<file path="src/rtl/timebase_pkg.sv">
// Shared types for the time-base counter: run-mode encoding.
package timebase_pkg;

  // Counter run modes, selected on the mode input.
  typedef enum logic [1:0] {
    MODE_WRAP     = 2'd0,
    MODE_SAT      = 2'd1,
    MODE_ONESHOT  = 2'd2,
    MODE_PERIODIC = 2'd3
  } mode_e;

endpackage

</file>
<file path="src/rtl/timebase_cnt_if.sv">
// Control/status bundle of the time-base counter. The master side drives
// run control, load and compare values; the slave side (the counter)
// returns count, tick, match and the flags.
interface timebase_cnt_if
  import timebase_pkg::*;
#(
  parameter int WIDTH = 32
) ();

  logic             en;
  logic             clr;
  logic             load;
  logic [WIDTH-1:0] load_val;
  logic [WIDTH-1:0] cmp_val;
  mode_e            mode;
  logic             ovf_clr;
  logic [WIDTH-1:0] cnt;
  logic             tick;
  logic             match;
  logic             ovf;
  logic             done;

  modport master (
    output en, clr, load, load_val, cmp_val, mode, ovf_clr,
    input  cnt, tick, match, ovf, done
  );

  modport slave (
    input  en, clr, load, load_val, cmp_val, mode, ovf_clr,
    output cnt, tick, match, ovf, done
  );

endinterface

</file>
<file path="src/rtl/timebase_cnt_tick_prescaler.sv">
// Prescaler: counts running clk cycles and flags the last cycle of each
// DIV-cycle period. The flag is combinational; the caller registers it.
module tick_prescaler #(
  parameter int DIV = 100000
) (
  input  logic clk,
  input  logic reset,
  input  logic run,
  input  logic sync_clr,
  output logic tick_evt
);

  // DIV=1 still needs a one-bit register; it simply stays at zero.
  localparam int            PW       = (DIV > 1) ? $clog2(DIV) : 1;
  localparam logic [PW-1:0] PRE_LAST = PW'(DIV - 1);
  localparam logic [PW-1:0] PRE_ONE  = PW'(1);
  localparam logic [PW-1:0] PRE_ZERO = PW'(0);

  logic [PW-1:0] pre_r;

  assign tick_evt = run & ~sync_clr & (pre_r == PRE_LAST);

  // Period position: cleared by clr/load, frozen when not running.
  always_ff @(posedge clk or posedge reset) begin
    if (reset) begin
      pre_r <= PRE_ZERO;
    end else if (sync_clr) begin
      pre_r <= PRE_ZERO;
    end else if (run) begin
      if (pre_r == PRE_LAST) begin
        pre_r <= PRE_ZERO;
      end else begin
        pre_r <= pre_r + PRE_ONE;
      end
    end else begin
      pre_r <= pre_r;
    end
  end

endmodule

</file>
<file path="src/rtl/timebase_cnt.sv">
// Parametrised time-base counter: prescaled tick, WIDTH-bit count with
// wrap / saturate / one-shot / periodic modes, match pulse, sticky
// overflow and one-shot done flag.
module timebase_cnt
  import timebase_pkg::*;
#(
  parameter int WIDTH = 32,
  parameter int DIV   = 100000
) (
  input  logic          clk,
  input  logic          reset,
  timebase_cnt_if.slave bus
);

  localparam logic [WIDTH-1:0] CNT_MAX  = {WIDTH{1'b1}};
  localparam logic [WIDTH-1:0] CNT_ONE  = WIDTH'(1);
  localparam logic [WIDTH-1:0] CNT_ZERO = WIDTH'(0);

  logic [WIDTH-1:0] cnt_r;
  logic             tick_r;
  logic             match_r;
  logic             ovf_r;
  logic             done_r;

  logic [WIDTH-1:0] cnt_nxt_s;
  logic             match_nxt_s;
  logic             ovf_set_s;
  logic             done_set_s;
  logic             tick_evt_s;
  logic             run_s;
  logic             pre_clr_s;

  // A finished one-shot freezes the prescaler until clr or load.
  assign run_s     = bus.en & ~done_r;
  assign pre_clr_s = bus.clr | bus.load;

  tick_prescaler #(
    .DIV (DIV)
  ) u_tick_prescaler (
    .clk      (clk),
    .reset    (reset),
    .run      (run_s),
    .sync_clr (pre_clr_s),
    .tick_evt (tick_evt_s)
  );

  // Count value, overflow and done requests for a tick in the current mode.
  always_comb begin
    cnt_nxt_s  = cnt_r + CNT_ONE;
    ovf_set_s  = 1'b0;
    done_set_s = 1'b0;
    case (bus.mode)
      MODE_WRAP: begin
        ovf_set_s = (cnt_r == CNT_MAX);
      end
      MODE_SAT: begin
        if (cnt_r == CNT_MAX) begin
          cnt_nxt_s = CNT_MAX;
          ovf_set_s = 1'b1;
        end else begin
          ovf_set_s = 1'b0;
        end
      end
      MODE_ONESHOT: begin
        ovf_set_s  = (cnt_r == CNT_MAX);
        done_set_s = (cnt_nxt_s == bus.cmp_val);
      end
      MODE_PERIODIC: begin
        if (cnt_r == bus.cmp_val) begin
          cnt_nxt_s = CNT_ZERO;
        end else begin
          ovf_set_s = (cnt_r == CNT_MAX);
        end
      end
      default: begin
        ovf_set_s = (cnt_r == CNT_MAX);
      end
    endcase
    match_nxt_s = (cnt_nxt_s == bus.cmp_val);
  end

  // Count and flag registers; clr beats load beats a tick advance.
  always_ff @(posedge clk or posedge reset) begin
    if (reset) begin
      cnt_r   <= CNT_ZERO;
      tick_r  <= 1'b0;
      match_r <= 1'b0;
      ovf_r   <= 1'b0;
      done_r  <= 1'b0;
    end else if (bus.clr) begin
      cnt_r   <= CNT_ZERO;
      tick_r  <= 1'b0;
      match_r <= 1'b0;
      ovf_r   <= 1'b0;
      done_r  <= 1'b0;
    end else if (bus.load) begin
      cnt_r   <= bus.load_val;
      tick_r  <= 1'b0;
      match_r <= 1'b0;
      ovf_r   <= ovf_r & ~bus.ovf_clr;
      done_r  <= 1'b0;
    end else if (tick_evt_s) begin
      cnt_r   <= cnt_nxt_s;
      tick_r  <= 1'b1;
      match_r <= match_nxt_s;
      ovf_r   <= ovf_set_s | (ovf_r & ~bus.ovf_clr);
      done_r  <= done_r | done_set_s;
    end else begin
      cnt_r   <= cnt_r;
      tick_r  <= 1'b0;
      match_r <= 1'b0;
      ovf_r   <= ovf_r & ~bus.ovf_clr;
      done_r  <= done_r;
    end
  end

  assign bus.cnt   = cnt_r;
  assign bus.tick  = tick_r;
  assign bus.match = match_r;
  assign bus.ovf   = ovf_r;
  assign bus.done  = done_r;

endmodule
</file>
<file path="src/flat_wrapper.sv">
// flat-port wrapper written by rule: the top's interface ports become plain ports
module timebase_cnt_flat import timebase_pkg::*;
#(
  parameter int WIDTH = 32,
  parameter int DIV   = 100000
)
  (clk, reset, bus_en, bus_clr, bus_load, bus_load_val, bus_cmp_val, bus_mode, bus_ovf_clr, bus_cnt, bus_tick, bus_match, bus_ovf, bus_done);
  timebase_cnt_if #(.WIDTH(WIDTH)) bus_i ();
  input  logic clk;
  input  logic reset;
  input wire logic [$bits(bus_i.en)-1:0] bus_en;
  input wire logic [$bits(bus_i.clr)-1:0] bus_clr;
  input wire logic [$bits(bus_i.load)-1:0] bus_load;
  input wire logic [$bits(bus_i.load_val)-1:0] bus_load_val;
  input wire logic [$bits(bus_i.cmp_val)-1:0] bus_cmp_val;
  input wire logic [$bits(bus_i.mode)-1:0] bus_mode;
  input wire logic [$bits(bus_i.ovf_clr)-1:0] bus_ovf_clr;
  output wire logic [$bits(bus_i.cnt)-1:0] bus_cnt;
  output wire logic [$bits(bus_i.tick)-1:0] bus_tick;
  output wire logic [$bits(bus_i.match)-1:0] bus_match;
  output wire logic [$bits(bus_i.ovf)-1:0] bus_ovf;
  output wire logic [$bits(bus_i.done)-1:0] bus_done;
  assign bus_i.en = bus_en;
  assign bus_i.clr = bus_clr;
  assign bus_i.load = bus_load;
  assign bus_i.load_val = bus_load_val;
  assign bus_i.cmp_val = bus_cmp_val;
  assign bus_i.mode = bus_mode;
  assign bus_i.ovf_clr = bus_ovf_clr;
  assign bus_cnt = bus_i.cnt;
  assign bus_tick = bus_i.tick;
  assign bus_match = bus_i.match;
  assign bus_ovf = bus_i.ovf;
  assign bus_done = bus_i.done;
  timebase_cnt #(.WIDTH(WIDTH), .DIV(DIV)) u_core (.clk(clk), .reset(reset), .bus(bus_i));
endmodule
</file>
<file path="config.mk">
export PLATFORM = sky130hd
export DESIGN_NAME = timebase_cnt_flat
export DESIGN_NICKNAME = d
export VERILOG_FILES = /design/src/rtl/timebase_pkg.sv /design/src/rtl/timebase_cnt_if.sv /design/src/rtl/timebase_cnt_tick_prescaler.sv /design/src/rtl/timebase_cnt.sv /design/src/flat_wrapper.sv
export SDC_FILE = /design/constraint.sdc
export NUM_CORES = 1
export LEC_CHECK = 0
export CAP_MARGIN = 20
export CORE_MARGIN = 2
export CORE_UTILIZATION = 45
export DETAILED_ROUTE_END_ITERATION = 10
export PLACE_DENSITY = 0.71
export SLEW_MARGIN = 10
export SYNTH_ARGS = -nofsm -noshare
export SYNTH_HDL_FRONTEND = slang
export SYNTH_SLANG_ARGS = --single-unit
export TNS_END_PERCENT = 10
</file>
<file path="constraint.sdc">
create_clock -name clk -period 7.6 [get_ports clk]
set_clock_uncertainty 0.1 [all_clocks]
set_input_delay 2.28 -clock clk [delete_from_list [all_inputs] [get_ports clk]]
set_output_delay 2.28 -clock clk [all_outputs]
set_load 0.01 [all_outputs]
</file>
### Word-level counts from Yosys, hierarchy flattened

Cells that the tools add are included.

| storage, ports and cells | value |
|---|---|
| input port bits | 72 |
| register bits | 53 |

| operators by class | value |
|---|---|
| bitwise logic cells | 10 |
| add/subtract/negate cells | 2 |
| equality and inequality tests | 8 |
| reductions and logical operators | 4 |
| muxes and demuxes | 25 |

Operator list:

| operator | number |
|---|---|
| 32-bit two-way mux | 5 |
| 32-bit == test | 3 |
| 32-bit one-hot mux with 2 select lines | 1 |
| 17-bit two-way mux | 3 |
| 32-bit by 1-bit adder with 32-bit output (second input constant) | 1 |
| 32-bit == test (second input constant) | 1 |
| 17-bit by 1-bit adder with 17-bit output (second input constant) | 1 |
| 17-bit == test (second input constant) | 1 |
| 1-bit two-way mux | 15 |
| 1-bit bitwise AND | 4 |
| 2-bit == test (second input constant) | 2 |
| 1-bit inverter | 3 |
| 1-bit bitwise OR | 3 |
| 1-bit one-hot mux with 3 select lines | 1 |
| 3-bit nonzero test | 1 |
| 2-bit by 1-bit == test with 1-bit output (second input constant) | 1 |
| 2-bit zero test | 1 |
| 2-bit nonzero test | 1 |
| 2-bit OR reduction | 1 |

### Depth between registers and ports, before layout

Gate-level depths: netlist of run 1.

| logic depth | value |
|---|---|
| depth in word-level cells | 7 |
| mapped depth | 13 |

### By module

From an unflattened synthesis of run 1, not the netlist that was laid out.

| unflattened totals | value |
|---|---|
| cells, all modules | 763 |
| area, all modules | 5,690.5 µm² |

Modules (own cells, without submodules):

| module | times used | sequential area each (µm²) | area each (µm²) | cells an instance |
|---|---|---|---|---|
| timebase_cnt | 1 | 900.9 | 4,654.5 | 652 |
| tick_prescaler | 1 | 425.4 | 1,036.0 | 111 |

### Least setup slack after synthesis of run 1

Ideal clock, no wire load.

| path | value |
|---|---|
| path kind | input to register |
| start point | in bus_cmp_val[3] |
| end point | reg u_core.match_r (netlist: u_core.bus.match) |
| setup time | 0.096 ns |
| required time | 7.404 ns |
| buffers on the path | 2 |
| arrival time | 4.691 ns |
| slack | 2.713 ns |
| stages on the path | 11 |
| cells stage by stage | clkbuf_1 > xnor2_1 > nand4_1 > or4_1 > nor4_4 > buf_6 > nor2_1 > a21oi_1 > o21ai_0 > or4_1 > nor4_2 |

| between the ends | value |
|---|---|
| longest elaborated chain between the ends | 7 |

RTL lines:

| element | line | RTL |
|---|---|---|
| start, declared | flat_wrapper.sv:15 | `input wire logic [$bits(bus_i.cmp_val)-1:0] bus_cmp_val;` |
| 32-bit == test | timebase_cnt.sv:69 | `if (cnt_r == bus.cmp_val) begin` |
| 32-bit two-way mux | timebase_cnt.sv:69 |  |
| 32-bit one-hot mux with 2 select lines | timebase_cnt.sv:52 | `case (bus.mode)` |
| 32-bit == test (*) | timebase_cnt.sv:79 | `match_nxt_s = (cnt_nxt_s == bus.cmp_val);` |
| 1-bit two-way mux (*) | timebase_cnt.sv:102 | `end else if (tick_evt_s) begin` |
| 1-bit two-way mux (*) | timebase_cnt.sv:96 | `end else if (bus.load) begin` |
| 1-bit two-way mux (*) | timebase_cnt.sv:90 | `end else if (bus.clr) begin` |
| end signal, assigned | timebase_cnt.sv:105 | `match_r <= match_nxt_s;` |
| end, declared | timebase_cnt.sv:21 | `logic match_r;` |

Mark *: on every way between the ends. The rest lies on a longest branch, timed or not.
A chain may end at the register's enable or synchronous reset.

### Final worst setup path of run 1

| path | value |
|---|---|
| start point | in bus_mode[1] |
| end point | reg u_core.match_r (netlist: u_core.bus.match) |

| between the ends | value |
|---|---|
| longest elaborated chain between the ends | 6 |
| elaborated cells between the ends (all ways) | 7 |
| those cells by class | eq/ne: 3; mux: 4 |

RTL lines:

| element | line | RTL |
|---|---|---|
| start, declared | flat_wrapper.sv:16 | `input wire logic [$bits(bus_i.mode)-1:0] bus_mode;` |
| 2-bit == test or 2-bit by 1-bit == test with 1-bit output (tied branches) | timebase_cnt.sv:52 |  |
| 32-bit one-hot mux with 2 select lines (*) | timebase_cnt.sv:52 |  |
| 32-bit == test (*) | timebase_cnt.sv:79 |  |
| 1-bit two-way mux (*) | timebase_cnt.sv:102 |  |
| 1-bit two-way mux (*) | timebase_cnt.sv:96 |  |
| 1-bit two-way mux (*) | timebase_cnt.sv:90 |  |

Marks and branches as above.

==> flow_summary.yaml, run 1 <==
status:
  outcome: "complete, no violations"
floorplanning:
  rows: 39
  placeableCoreArea_sq_mm: 0.0115
  start_util_pct: 46.7
  die-area_sq_mm: 0.0128
  io_pins: 108
  chipWidth_um: 113
  die_h_um: 113
clocking:
  numCtsBuffers: 5
  postCtsHoldBufs: 0
  cts_tree: "done"
  cts_max_level: 2
  postCtsSetupBuffers: 0
  root_buffer: "clkbuf_16"
  cts_sinks: 53
  path_clk_slew_ns: 0.08
  clkLatencyLatePin_ns: 0.31
  clockBufferDepth: 2
  cts-resized-gates: 0
synth:
  netlist_top_cells_count: "85 x nor2_1, 58 x a21oi_1, 57 x xnor2_1, 56 x nand2_1, 53 x dfrtp_1"
  synthXorXnorAreaFrac_pct: 15.1
  synthAdderAreaFrac_pct: 0.466
  synth.area.mux_share_pct: 0.186
  ys_warn_count: 0
  synth_top_cell_area_share_pct: 24.7
  ys_seq_area_share_pct: 24.7
  synth_cell_types: 70
  synth_nets: 798
  syn_area_sq_mm: 0.00537
  ys_ff_latch: 53
  netlist_instances: 724
  synthArstFlopShare_pct: 100
  synth_top_family_by_area: "simple AND/OR/NAND/NOR gates"
  synth_compound_area_share_pct: 21.8
  synth_simple_gate_area_share_pct: 32.4
  yosysMostFrequentCell: "nor2_1"
  ys.flop_type: "dfrtp_1"
  synth_edf_count: 0
  synth.area.top_cells: "dfrtp_1 25%, xnor2_1 9.3%, nor2_1 5.9%"
  synth_top_area_cell: "dfrtp_1"
  postSynthAreaPerCell_sq_um: 7.42
timing:
  rsz0062_at_grt: "false"
  fin_crit_sh_pct: 74.3
  hold_viol_final: 0
  fin_crit_ns: 5.65
  setup_viol: 0
  worstMarginPinSlew_ns: 1.15
  tns_ns: 0
  final.setup.worst_slack_ns: 1.95
  fmax_ghz: 0.177
  slew_viol_final: 0
  max_slew_margin_pct: 22.8
grt:
  grt_use_total_pct: 34.9
  antenna_found_initial: 0
  grt_pass1_wl_mm: 34.3
  overflow: 0
  grt_pass1_vias: 5857
  grt_max_degree: 56
setup_path:
  end_kind: "flip-flop"
  crit_required_ns: 7.72
  reg2reg_depth: 10
  crit_path_max_fanout: 10
  crit_arrival_ns: 5.77
  critPathLaunchType: "input port"
  worstSetupPathType: "input port to flip-flop"
drt:
  first_pass_iters: 6
  drt_iter0_drc: 840
  drc: 0
  wl_mm: 22.3
  ant_nets: 0
  avgRoutedWirePerCell_um: 23.8
  dr_total_vias: 6129
  avgViaCountPerCell: 6.56
cells_and_area:
  fin_cells: 935
  seqCellArea_sq_mm: 0.00133
  stdcell_area_sq_mm: 0.00661
  diodes: 0
  multi_input_comb_area_sq_mm: 0.00376
  drive_above_1_share_pct: 4.42
  layout.nets: 865
  nFillCells: 1116
  synthToLayoutAreaGrowth_pct: 23.0
power:
  combPwrFrac_pct: 27.2
  switchingPower_w: 0.000269
  netSwitchingFraction_pct: 34.2
  power_density_mw_per_mm2: 119
  internal-power_w: 0.000519
  clockPowerShare_pct: 31.7
  seqPwrFrac_pct: 41.0
  irDropWorstVdd_v: 0.000115
  total_power_w: 0.000788
  power_leakage_nw: 2.37
placement:
  place_congestion: 1.03
  portBuffers: 107
  pre_cts_ws_ns: 1.73
  place_area_sq_mm: 0.00645
  dpl.hpwl_mm: 16.9
  dp.cells: 927
run:
  maxCapViolations: 0
min_path:
  min_delay_path_depth: 1
  min_path_type: "flip-flop to flip-flop"
## flip-flops by register name, summed over array words and instances, names as in the netlist
name,flops
u_core.bus.tick,1
u_core.u_tick_prescaler.pre_r,17
u_core.bus.ovf,1
u_core.bus.match,1
u_core.bus.done,1
u_core.bus.cnt,32
## power by group through the flow
stage	clock, W	combinational, W	sequential (W)
2_1_floorplan	0	0.000119	0.000311
3_3_place_gp	0	0.000211	0.000327
3_5_place_dp	0	0.000211	0.000327
4_1_cts	0.000252	0.000212	0.000321
5_1_grt	0.000260	0.000231	0.000324
6_report	0.000250	0.000215	0.000323
## per-stage QoR
step / hold slack, ns / util [%]
floorplan: 0.346 / -
global placement: 0.363 / 56.0
detailed placement: 0.362 / 56.0
CTS: 0.379 / 57.4
global route: 0.429 / 57.4
finish: 0.376 / 57.4
## layout make-up
type,instances,area share (%)
well taps,143,2.71
clock buffers,5,1.89
clock inverters,3,0.436
flip-flops and latches,53,20.1
repair buffers,119,17.5
inverters,9,0.511
multi-input cells,603,56.9
## kinds of logic (layout without fill, tap and decap cells)
logic type / Yosys count / after routing
XOR/XNOR: 92 / 92
multiplexers: 1 / 1
adder cells (fa/ha/maj): 2 / 2
buffers and inverters: 68 / 136
AO/OA/AOI/OAI: 186 / 186
flip-flops: 53 / 53
AND/OR/NAND/NOR: 322 / 322
## worst max-delay path, cell delays in order
cell and delay [ns]:
clkdlybuf4s50_1 0.54, or4b_4 0.63, nor4_4 0.63, buf_4 0.31, a21oi_1 0.12, a221oi_2 0.36, o2111ai_1 0.17, or4_1 0.51
nor4_2 0.21
## final timing paths
kind / startpoint / end / slack, ns
setup / recovery: bus_mode[1] / u_core.bus.match / 1.95
hold / removal: u_core.u_tick_prescaler.pre_r[10] / u_core.u_tick_prescaler.pre_r[10] / 0.38
setup reg to reg: u_core.bus.cnt[0] / u_core.bus.match / 3.41
hold reg to reg: u_core.u_tick_prescaler.pre_r[10] / u_core.u_tick_prescaler.pre_r[10] / 0.38
max in group asynchronous: reset / u_core.bus.cnt[16] / 4.52
min in group asynchronous: reset / u_core.bus.cnt[0] / 2.38
## metal layers
layer	vias up	GRT usage [%]	routed length (um)
met5	-	0	0
met4	0	11.5	693
li1	2794	-	-
met2	372	52.2	9790
met3	49	7.12	2420
met1	2914	50.4	9380
## layout by cell type, fill, tap and decap left out, drive strengths merged, types with 5 or more instances in the layout
master / count
o21ai: 52
and2: 6
nand3: 35
o31ai: 9
nor2: 85
clkdlybuf4s50: 106
xor2: 34
o22ai: 5
dfrtp: 53
and3: 9
nor2b: 11
o221ai: 7
nand4: 47
xnor2: 58
a221oi: 5
a211oi: 7
buf: 13
inv: 10
o211ai: 5
and4: 11
clkbuf: 5
nor3: 25
nand2: 56
nor4: 15
a21oi: 58
No activity file was read; power rests on OpenSTA's default activity.
==> inputs of run 2 (changes only) <==
Settings changed: PLACE_DENSITY 0.71 to 0.74.
Clock period 7.6 ns to 5 ns, I/O delays scaled along.
==> flow_summary.yaml, run 2 (synthesized netlist as in run 1, its figures left out) <==
status:
  outcome: "complete, no violations"
placement:
  pre_cts_ws_ns: 0.0793
  portBuffers: 107
  place_area_sq_mm: 0.00673
  dpl.hpwl_mm: 18.0
  place_congestion: 1.06
grt:
  antenna_found_initial: 0
  overflow: 0
  grt_max_degree: 55
  grt_pass1_vias: 5980
  grt_pass1_wl_mm: 35.0
  grt_use_total_pct: 35.4
timing:
  slew_viol_final: 0
  worstMarginPinSlew_ns: 0.876
  setup_viol: 0
  tns_ns: 0
  rsz0062_at_grt: "false"
  max_slew_margin_pct: 41.5
  final.setup.worst_slack_ns: 0.404
  fmax_ghz: 0.218
  fin_crit_ns: 4.60
  hold_viol_final: 0
  fin_crit_sh_pct: 91.9
cells_and_area:
  drive_above_1_share_pct: 8.46
  mostFrequentLayoutCell: "clkdlybuf4s50_1"
  largest_register_ffs: 32
  stdcell_area_sq_mm: 0.00689
  diodes: 0
  layout.nets: 900
  nFillCells: 1064
  synthToLayoutAreaGrowth_pct: 28.2
  layout_common_cells: "106 x clkdlybuf4s50_1, 85 x nor2_1, 58 x a21oi_1"
floorplanning:
  rows: 39
  die-area_sq_mm: 0.0128
  chipWidth_um: 113
  start_util_pct: 46.7
  die_h_um: 113
  placeableCoreArea_sq_mm: 0.0115
  io_pins: 108
drt:
  ant_nets: 0
  drt_iter0_drc: 726
  avgRoutedWirePerCell_um: 23.8
  wl_mm: 23.1
  avgViaCountPerCell: 6.61
  dr_total_vias: 6411
  drc: 0
  first_pass_iters: 5
setup_path:
  end_kind: "flip-flop"
  endpoint: "u_core.bus.match"
  critPathLaunchType: "input port"
  critical_path.startpoint: "bus_cmp_val[0]"
  crit_required_ns: 5.12
  reg2reg_depth: 9
  r2r-start: "u_core.bus.cnt[0]"
  crit_path_max_fanout: 6
  crit_arrival_ns: 4.72
  reg2reg_setup_slack_ns: 1.15
  worstSetupPathType: "input port to flip-flop"
  r2r_end: "u_core.bus.match"
clocking:
  cts_max_level: 2
  root_buffer: "clkbuf_16"
  path_clk_slew_ns: 0.09
  postCtsSetupBuffers: 0
  cts_tree: "done"
  clkLatencyLatePin_ns: 0.31
  clockBufferDepth: 2
  numCtsBuffers: 5
  cts-resized-gates: 0
  postCtsHoldBufs: 0
  cts_sinks: 53
power:
  irDropWorstVdd_v: 0.000136
  power_density_mw_per_mm2: 178
  power_leakage_nw: 2.54
min_path:
  min_path_type: "flip-flop to flip-flop"
run:
  maxCapViolations: 0
-- run 2: metal layers --
layer / part of all wire, % / track usage [%] / routed length (um)
met4: 3.4 / 12.1 / 784
met5: 0 / 0 / 0
met3: 11 / 6.27 / 2540
met2: 44 / 54.7 / 10100
met1: 42 / 50.2 / 9610
-- run 2: layout make-up --
class | instances | area, sq um | share of cell area [%]
Inverter | 9 | 33.8 | 0.490
Sequential cell | 53 | 1330 | 19.3
Clock inverter | 3 | 33.8 | 0.490
Tap cell | 143 | 179 | 2.60
Timing Repair Buffer | 154 | 1430 | 20.8
Multi-Input combinational cell | 603 | 3760 | 54.6
Clock buffer | 5 | 125 | 1.82
-- run 2: worst min path at each step --
stage | from | endpoint | slack (ns) | cells after the start
6_report | u_core.u_tick_prescaler.pre_r[10] | u_core.u_tick_prescaler.pre_r[10] | 0.39 | 1
5_1_grt | u_core.u_tick_prescaler.pre_r[16] | u_core.u_tick_prescaler.pre_r[16] | 0.42 | 1
4_1_cts | u_core.u_tick_prescaler.pre_r[10] | u_core.u_tick_prescaler.pre_r[10] | 0.38 | 1
3_5_place_dp | u_core.u_tick_prescaler.pre_r[10] | u_core.u_tick_prescaler.pre_r[10] | 0.36 | 1
3_3_place_gp | u_core.u_tick_prescaler.pre_r[10] | u_core.u_tick_prescaler.pre_r[10] | 0.36 | 1
2_1_floorplan | u_core.u_tick_prescaler.pre_r[10] | u_core.u_tick_prescaler.pre_r[10] | 0.35 | 1
-- run 2: critical path: stages --
cell and delay [ns]:
clkdlybuf4s50_1 0.51, xnor2_1 0.38, nand4_1 0.15, or4_1 0.56
nor4_4 0.44, buf_4 0.23, o311ai_0 0.14, or4_1 0.58
nor4_2 0.22
-- run 2: through the flow --
stage | hold WS, ns | instances | util [%] | total power [W]
after floorplan | 0.346 | 724 | - | 0.000654
after global placement | 0.363 | 961 | 58.4 | 0.000837
final | 0.389 | 970 | 59.8 | 0.00122
after CTS | 0.379 | 970 | 59.8 | 0.00122
after global routing | 0.423 | 970 | 59.8 | 0.00126
after detailed placement | 0.362 | 962 | 58.4 | 0.000836
-- run 2: where the power goes --
group | leakage [nW] | internal (W) | switching (W) | total [W]
sequential | 0.718 | 0.000442 | 0.0000514 | 0.000493
combinational | 1.75 | 0.000166 | 0.000178 | 0.000344
clock | 0.0767 | 0.000193 | 0.000193 | 0.000386
total | 2.54 | 0.000801 | 0.000423 | 0.00122
